<file path="config.mk">
export PLATFORM = sky130hd
export DESIGN_NAME = idct8_serial
export DESIGN_NICKNAME = d
export VERILOG_FILES = /design/src/rtl/idct_pkg.sv /design/src/rtl/idct_mac.sv /design/src/rtl/idct8_serial.sv
export SDC_FILE = /design/constraint.sdc
export NUM_CORES = 1
export LEC_CHECK = 0
export ABC_CLOCK_PERIOD_IN_PS = 10820
export CELL_PAD_IN_SITES_DETAIL_PLACEMENT = 0
export CELL_PAD_IN_SITES_GLOBAL_PLACEMENT = 1
export CORE_ASPECT_RATIO = 1.5
export CORE_MARGIN = 5
export CORE_UTILIZATION = 40
export DETAILED_ROUTE_END_ITERATION = 12
export PLACE_DENSITY = 0.8
export SYNTH_ARGS = -nofsm -noshare
export SYNTH_HDL_FRONTEND = slang
export SYNTH_SLANG_ARGS = --single-unit
</file>
<file path="constraint.sdc">
create_clock -name clk -period 10.82 [get_ports clk]
set_input_delay 1.082 -clock clk [delete_from_list [all_inputs] [get_ports clk]]
set_output_delay 1.082 -clock clk [all_outputs]
set_load 0.02 [all_outputs]
</file>
<file path="src/rtl/idct_pkg.sv">
// Shared constants, FSM state type and the IDCT basis for idct8_serial.
package idct_pkg;

  localparam int DATA_W = 16;
  localparam int FRAC_W = 15;
  localparam int ACC_W  = 35;

  typedef enum logic [1:0] {LOAD, MAC, OUT} state_t;

  // |C| magnitudes, round(32768*a(k)*cos(i*pi/16)); index 0 doubles as the DC term, 8 is zero
  function automatic logic [DATA_W-1:0] cos_mag(input logic [3:0] i);
    case (i)
      4'd0:    cos_mag = DATA_W'(11585);
      4'd1:    cos_mag = DATA_W'(16069);
      4'd2:    cos_mag = DATA_W'(15137);
      4'd3:    cos_mag = DATA_W'(13623);
      4'd4:    cos_mag = DATA_W'(11585);
      4'd5:    cos_mag = DATA_W'(9102);
      4'd6:    cos_mag = DATA_W'(6270);
      4'd7:    cos_mag = DATA_W'(3196);
      default: cos_mag = '0;
    endcase
  endfunction

  // Signed C[n][k]: fold (2n+1)k mod 32 into the first quadrant and track the cosine sign
  function automatic logic signed [DATA_W-1:0] coef(input logic [2:0] n, input logic [2:0] k);
    logic [4:0] m;
    logic [3:0] idx;
    logic       neg;
    m = 5'({n, 1'b1}) * 5'(k);
    if (k == 3'd0) begin
      idx = 4'd0; neg = 1'b0;
    end else if (m <= 5'd8) begin
      idx = m[3:0]; neg = 1'b0;
    end else if (m <= 5'd16) begin
      idx = 4'(5'd16 - m); neg = 1'b1;
    end else if (m <= 5'd24) begin
      idx = 4'(m - 5'd16); neg = 1'b1;
    end else begin
      idx = 4'(6'd32 - {1'b0, m}); neg = 1'b0;
    end
    coef = neg ? -signed'(cos_mag(idx)) : signed'(cos_mag(idx));
  endfunction

endpackage

</file>
<file path="src/rtl/idct_mac.sv">
// Signed DWxDW multiply into an AW-bit accumulator; exposes the next-sum so the
// final term can be folded straight into the output register.
module idct_mac #(
  parameter int DW = 16,
  parameter int AW = 35
) (
  input  logic                 clk,
  input  logic                 rst,
  input  logic                 clr,
  input  logic                 en,
  input  logic signed [DW-1:0] a,
  input  logic signed [DW-1:0] b,
  output logic signed [AW-1:0] sum
);

  logic signed [2*DW-1:0] prod;
  logic signed [AW-1:0]   acc;

  assign prod = a * b;
  assign sum  = acc + AW'(prod);

  // accumulator: clear wins, otherwise add one full-precision term per enabled cycle
  always_ff @(posedge clk or posedge rst) begin
    if (rst)      acc <= '0;
    else if (clr) acc <= '0;
    else if (en)  acc <= sum;
  end

endmodule

</file>
<file path="src/rtl/idct8_serial.sv">
// 8-point serial 1D IDCT, Q1.15 in/out, one shared MAC.
// Optional macro IDCT_ROUND_EN: round half up before the final shift (default floor).
module idct8_serial #(
  parameter int DATA_W = idct_pkg::DATA_W,
  parameter int FRAC_W = idct_pkg::FRAC_W,
  parameter int ACC_W  = idct_pkg::ACC_W
) (
  input  logic              clk,
  input  logic              rst,
  input  logic              in_valid,
  output logic              in_ready,
  input  logic [DATA_W-1:0] in_data,
  output logic              out_valid,
  input  logic              out_ready,
  output logic [DATA_W-1:0] out_data,
  output logic              out_last,
  output logic              busy
);
  import idct_pkg::*;

  localparam logic signed [ACC_W-1:0] SMAX = ACC_W'((64'sd1 <<< (DATA_W-1)) - 64'sd1);
  localparam logic signed [ACC_W-1:0] SMIN = -SMAX - ACC_W'(1);
`ifdef IDCT_ROUND_EN
  localparam logic signed [ACC_W-1:0] RND = ACC_W'(64'sd1 <<< (FRAC_W-1));
`else
  localparam logic signed [ACC_W-1:0] RND = '0;
`endif

  state_t                   state, nstate;
  logic [2:0]               k, n;
  logic [7:0][DATA_W-1:0]   xr;
  logic signed [ACC_W-1:0]  sum, rsum, shv;
  logic [DATA_W-1:0]        sat;
  logic                     in_hs, out_hs, mac_clr, mac_en;

  assign in_ready = (state == LOAD);
  assign busy     = (state != LOAD);
  assign in_hs    = in_valid & in_ready;
  assign out_hs   = out_valid & out_ready;
  assign mac_en   = (state == MAC);
  assign mac_clr  = (in_hs && k == 3'd7) || out_hs;

  idct_mac #(.DW(DATA_W), .AW(ACC_W)) u_mac (
    .clk (clk),
    .rst (rst),
    .clr (mac_clr),
    .en  (mac_en),
    .a   (coef(n, k)),
    .b   (signed'(xr[k])),
    .sum (sum)
  );

  // scale the completed sum back to Q1.15 and clamp
  always_comb begin
    rsum = sum + RND;
    shv  = rsum >>> FRAC_W;
    sat  = DATA_W'(shv);
    if (shv > SMAX)      sat = DATA_W'(SMAX);
    else if (shv < SMIN) sat = DATA_W'(SMIN);
  end

  // state register
  always_ff @(posedge clk or posedge rst) begin
    if (rst) state <= LOAD;
    else     state <= nstate;
  end

  // next-state: 8 loads, then 8 MAC cycles per output, each output held until taken
  always_comb begin
    nstate = state;
    case (state)
      LOAD:    if (in_hs && k == 3'd7) nstate = MAC;
      MAC:     if (k == 3'd7)          nstate = OUT;
      OUT:     if (out_hs)             nstate = (n == 3'd7) ? LOAD : MAC;
      default:                         nstate = LOAD;
    endcase
  end

  // datapath: coefficient capture, k/n sequencing and the output register
  always_ff @(posedge clk or posedge rst) begin
    if (rst) begin
      xr        <= '0;
      k         <= '0;
      n         <= '0;
      out_valid <= 1'b0;
      out_last  <= 1'b0;
      out_data  <= '0;
    end else begin
      case (state)
        LOAD: if (in_hs) begin
          xr[k] <= in_data;
          k     <= k + 3'd1;
          n     <= '0;
        end
        MAC: begin
          k <= k + 3'd1;
          if (k == 3'd7) begin
            out_data  <= sat;
            out_valid <= 1'b1;
            out_last  <= (n == 3'd7);
          end
        end
        OUT: if (out_hs) begin
          out_valid <= 1'b0;
          out_last  <= 1'b0;
          n         <= n + 3'd1;
          k         <= '0;
        end
        default: ;
      endcase
    end
  end

endmodule

</file>
-- Yosys cells after proc, flatten, opt, wreduce, memory -nomap -nowiden
Memory sizes are Yosys's and may differ from the RTL's.
Cells that the tools add are included.
- $add $sub $neg: 7
- multiply operators: 2
- magnitude comparators: 7
- equality and inequality tests: 8
- muxes and demuxes: 36
- bitwise operators: 2
- reduce and logical (&&, ||, !) cells: 16
- operator list (operator ; count):
    $bwmux 128 ; 1
    $mux 16 ; 7
    $mux 35 ; 2
    $bmux 16 s3 ; 1
    $demux 16 s3 ; 1
    $add 35x32->35 ; 1
    $mul 16x16->32 ; 1
    $gt 20x16->1 const B ; 1
    $lt 20x16->1 const B ; 1
    $mux 4 ; 4
    $neg 16->16 ; 1
    $mux 3 ; 4
    $reduce_and 3->1 ; 4
    $le 5x5->1 const B ; 2
    $pmux 3 s3 ; 1
    $mux 1 ; 8
    $reduce_bool 2->1 ; 4
    $sub 1x4->4 const A ; 2
    $add 3x1->3 const B ; 2
    $eq 3x3->1 const B ; 2
    $mux 2 ; 3
    $ne 2x1->1 const B ; 3
    $pmux 2 s3 ; 1
    $pmux 3 s2 ; 1
    16 further kinds ; 20
- register bits after elaboration: 189
- ROM bits: 224
- output and inout port bits: 20
- memories: 2
- memory list (name ; depth ; width ; read ports ; clocked after memory_dff ; wr ports ; line ; RTL):
    (no name shown) ; 8 ; 14 ; 1 ; 0 ; 0 ; idct_pkg.sv:12 ; case (i)
    (no name shown) ; 8 ; 14 ; 1 ; 0 ; 0 ; idct_pkg.sv:12 ;

-- Longest topological paths before layout
An unclocked memory read counts as a cell.
- depth in word-level cells: 15
- mapped depth: 48

-- Hierarchy
From an unflattened synthesis, not the netlist that was laid out.
- cells, all modules: 2115
- area total of the unflattened synthesis: 21140.3 um^2
- modules (own cells, without submodules) (module ; instances ; cells an instance ; area each (um^2) ; sequential area each (um^2)):
    idct_mac ; 1 ; 1439 ; 13314.0 ; 875.8
    idct8_serial ; 1 ; 676 ; 7826.3 ; 3853.7

-- Least setup slack after synthesis
Ideal clock, no wire load.
- path type: register -> register
- from: register k[0]
- to: register out_data[10]
- arrival: 11.855 ns
- path slack: -1.161 ns
- cell stages (with the launch flop): 45
- buffers on the path: 5
- cells stage by stage: dfrtp_1 -> buf_2 -> buf_1 -> clkbuf_1 -> nand2_1 -> fa_1 -> inv_1 -> ha_1 -> fa_1 -> xor2_1 -> xnor3_1 -> a21o_1 -> a21boi_1 -> o21a_1 -> inv_1 -> ha_1 -> o21ai_1 -> clkbuf_1 -> [9 not listed] -> fa_1 -> inv_1 -> fa_1 -> fa_1 -> inv_1 -> fa_1 -> inv_1 -> ha_1 -> a211o_1 -> a211oi_1 -> o32ai_1 -> a2111o_1 -> nand2_1 -> xnor2_1 -> nor4_1 -> a22oi_2 -> buf_6 -> o32a_1
- word-level cells in the longest chain between the ends: 15
- elaborated cells on any way between the ends: 32
- those cells by class: add/sub: 5; mul: 2; order compare: 5; eq/ne: 1; mux: 15; reduce/logical: 2; memory: 2
- ends and longest elaborated chain (what ; line ; RTL):
    from (decl) ; idct8_serial.sv:30 ; logic [2:0] k, n;
    from (signal assigned) ; idct8_serial.sv:92 ; k <= k + 3'd1;
    from (signal assigned) ; idct8_serial.sv:96 ; k <= k + 3'd1;
    $mul 4x3->5 ; idct_pkg.sv:30 ; m = 5'({n, 1'b1}) * 5'(k);
    $sub 1x4->4 (tied with other cells) ; idct_pkg.sv:36, idct_pkg.sv:40 ;
    $mux 4 ; idct_pkg.sv:37 ; end else if (m <= 5'd24) begin
    $mux 4 ; idct_pkg.sv:35 ; end else if (m <= 5'd16) begin
    $mux 4 ; idct_pkg.sv:33 ; end else if (m <= 5'd8) begin
    $mux 4 ; idct_pkg.sv:31 ; if (k == 3'd0) begin
    $mem_v2 8x14 ; n/a ;
    $mux 16 ; idct_pkg.sv:12 ;
    $neg 16->16 ; idct_pkg.sv:42 ; coef = neg ? -signed'(cos_mag(idx)) : signed'(cos_mag(idx));
    $mux 16 ; idct_pkg.sv:42 ;
    $mul 16x16->32 ; idct_mac.sv:19 ; assign prod = a * b;
    $add 35x32->35 ; idct_mac.sv:20 ; assign sum = acc + AW'(prod);
    $lt 20x16->1 ; idct8_serial.sv:59 ; else if (shv < SMIN) sat = DATA_W'(SMIN);
    $mux 16 ; idct8_serial.sv:59 ;
    $mux 16 ; idct8_serial.sv:58 ; if (shv > SMAX) sat = DATA_W'(SMAX);
    to (signal assigned) ; idct8_serial.sv:98 ; out_data <= sat;
    to (decl) ; idct8_serial.sv:15 ; output logic [DATA_W-1:0] out_data,
Parallel ways exist; a longest one is shown, timed or not. The select of a mux whose other input is x is not followed.
A chain may end at the register's enable or synchronous reset.

-- Worst setup path in the final report
- from: register k[2]
- to: register out_data[5]
Same word-level chain as after synthesis.

==> implementation parameters <==
Parameter                              Value

Setup path
  Critical Path RT    roughly 11000 ps
  Category of the worst setup path launch point    register
  Critical path's slowest cell    fa_1
  Setup CP Type    reg2reg
  Worst Setup End Kind    register
  Critical Path Fanout Max    9
  Reg-to-reg critical path endpoint    out_data[5]
  Depth of the worst register-to-register path    about 40
  Endpoint arrival time on the critical path    10890 ps
  Cell mode on critical path    fa_1
  Critical Path Max Stage Delay    570 ps
  R2R setup slack    between 200 and 300 ps
  R2r startpoint    k[2]

Clock tree
  CTS root buf    clkbuf_16
  Clk sink count    about 190
  Skew-Pair Late Insertion Delay    about 470 ps
  Clock-pin slew reported for the worst setup and hold paths after clock tree synthesis    ~80 ps
  Number of levels the H-tree was split into    4
  Number of buffers inserted by hold repair at cts    0
  Maximum count of clock buffers along a single path    2
  TritonCTS buffer count    17
  TritonCTS clock tree    done

Floorplan
  Floorplan die height    288 µm
  Placeable core region    roughly 50000 µm²
  Die area    56400 µm²
  Overall die width    between 150 and 200 µm
  Number of cell rows    102
  Starting density of the core    0.402
  Boundary Pins    40

Timing
  Transition time at the pin with the least slew margin    approximately 1000 ps
  Total Negative Setup Slacks    0 ps
  Max Clock Freq    between 90 and 100 MHz
  Relative slew margins    0.304
  Setup clock skew after layout    roughly 20 ps
  Max Slew Vio Count    0
  Tmin final    ~11000 ps
  # setup viols final    0
  Fraction of the cycle the final worst path needs    0.974
  Final hold violation count    0

Yosys
  Async set-reset flop share out of synthesis    1.00
  Synthesized-area fraction occupied by ao, oa, aoi and oai cells    0.0693
  Number of flip-flops and latches in the synthesized netlist    about 190
  Number of enable-type register cells in the synthesized netlist    0
  Post-synthesis xor/xnor area fraction    0.0265
  Area share of and/or/nand/nor cells after synthesis    0.102
  Synth Instances    about 2000
  Area share of fa/ha/maj cells after synthesis    0.375
  Share of synthesized area spent on multiplexers    0.112
  Netlist Area Pre-Place    20700 µm²
  Avg Cell Area, Syn    around 10 µm²
  Yosys warning total    0
  Main combinational cell family by area after synthesis    adder cells
  Prevailing post-synth register cell    dfrtp_1
  Synth unique cells    70
  Share of Yosys cell area claimed by the top area cell type    0.303
  Share of the yosys chip area belonging to registers    0.229
  Number of nets in the synthesized netlist    around 2500
  Dominant cells by area after synthesis    fa_1 (30%), dfrtp_1 (23%), inv_1 (7.2%)
  Most area-hungry cell type in the Yosys netlist    fa_1

GRT
  Maximum number of pins on one net before global-route repair    113
  Global-route wire length before repair    between 80000 and 90000 µm
  Total GRT Usage    0.199
  Total global routing overflow    0
  Antenna violations before repair    0
  Via count of the first global-routing pass    between 15000 and 20000

Drt
  DRC violations left    0
  Final wirelength    about 55000 µm
  Number of detailed-route iterations in the first pass    5
  Overall via count from detail_route    14700
  Number of DRC violations after detailed-routing iteration 0    between 700 and 800
  Post-detailed-route count of antenna-violating nets    0
  Routed WL per cell    between 15 and 20 µm
  Vias per inst    ~5.3

Final layout
  Number of inserted diodes    0
  Share of layout cells above drive strength 1    0.180
  Synthesis-to-finish area growth    13.6%
  FILL cells    about 4800
  Commonest non-fill, non-tap cell in the layout    inv_1
  Commonest cells after routing, fill and taps aside    inv_1 (393), fa_1 (312), dfrtp_1 (188), nor2_1 (186), nand2_1 (171)
  Final layout net count    ~2500

Hold path
  Startpoint of the lowest-slack hold path    out_data[15]
  Kind of path behind the tightest hold check    reg2reg
  Hold Crit Depth    2
  Hold path endpoint    out_data[15]

Job
  Total of max-cap violations    0

Placed design
  Detailed placer's ending HPWL    between 40000 and 50000 µm
  Final estimated routing congestion in global placement    approximately 0.90
  Count of port buffers added during placement    39

Run status
  Run status    completed
-- cells by family (layout without fill, tap and decap cells) --
kind of cell               after synthesis  after routing
muxes                                  175            175
adders and majority gates              431            431
buffers and inverters                  470            561
DFF                                    189            189
xor gates and xnor gates                57             57
and+or+nand+nor                        483            484
AOI/OAI and AO/OA                      202            202
-- cell type report --
class / instances / area [µm²] / area share
Multi-Input combinational cell: 1349 / 14600 / 0.623
Sequential cell: 189 / 4730 / 0.202
Inverter: 398 / 1500 / 0.0640
Timing Repair Buffer: 131 / 1130 / 0.0483
Tap cell: 676 / 846 / 0.0360
Clock buffer: 17 / 425 / 0.0181
Clock inverter: 15 / 220 / 0.00938
-- worst max path at each step --
stage                   endpoint  startpoint
finish               out_data[5]        k[2]
global route         out_data[8]        k[2]
CTS                  out_data[2]        k[2]
detailed placement   out_data[6]        k[1]
global placement     out_data[3]        k[1]
floorplan           out_data[10]        k[0]
-- flip-flops by register name, summed over array words and instances (netlist names) --
| signal | flops |
|---|---|
| out_data | 16 |
| out_valid | 1 |
| n | 3 |
| state | 2 |
| k | 3 |
| u_mac.acc | 35 |
| xr | 128 |
| out_last | 1 |
-- metrics by stage --
step           cells  utilization  worst slack [ps]  area (µm²)  hold slack (ps)
2_1_floorplan   2007            -              14.6       20700              450
3_3_place_gp    2730        0.433             -40.4       22300              459
3_5_place_dp    2730        0.433              -294       22300              471
4_1_cts         2765        0.447             0.397       23000              490
5_1_grt         2775        0.456              -119       23500              517
6_report        2775        0.456               284       23500              495
-- synth_stat cells, types with 3 or more instances --
cell type	n
or2_2	9
xnor2_1	37
a21o_1	20
o2111ai_1	3
nand4_1	7
o21bai_1	3
mux2_2	129
and2b_1	4
nand2b_1	16
a211oi_1	6
xor2_1	16
o21a_1	7
a21oi_1	56
fa_1	313
and2_1	8
o21ai_1	3
nand3_1	8
nor4_1	5
o22ai_1	5
ha_1	118
o32a_1	15
or2_1	5
o21ai_0	28
and3_1	15
dfrtp_1	189
buf_2	3
a22o_1	24
nor2b_1	9
nand2_1	174
buf_1	10
inv_1	395
mux2i_1	14
nor2_1	191
nor3_1	13
mux4_2	32
clkbuf_1	58
a31oi_1	6
or3_1	13
-- timing repair --
item | in CTS | in global routing
pin swaps | 2 | 32
setup buffers | 3 | 9
endpoints found under the setup margin | 16 | 20
resized for setup | 4 | 73
cloned | 0 | 1
-- routing by layer --
metal | GRT usage | up-vias | wire (µm)
met3 | 0.0212 | 117 | 1840
met4 | 0.0966 | 0 | 2660
met5 | 0 | - | 0
li1 | - | 6540 | -
met1 | 0.229 | 7671 | 20600
met2 | 0.368 | 390 | 29500
-- worst max-delay path: cells and delay by family (launching register included) --
kind | cells | cell delay (ps)
DFF | 1 | 380
and+or+nand+nor | 10 | 1460
buffers and inverters | 8 | 690
xor gates and xnor gates | 3 | 590
adders and majority gates | 12 | 4960
AOI/OAI and AO/OA | 8 | 2310
Power is left out: the tool's default activity adds up to more than one toggle a clock period on the data nets, which glitch-free logic cannot reach.
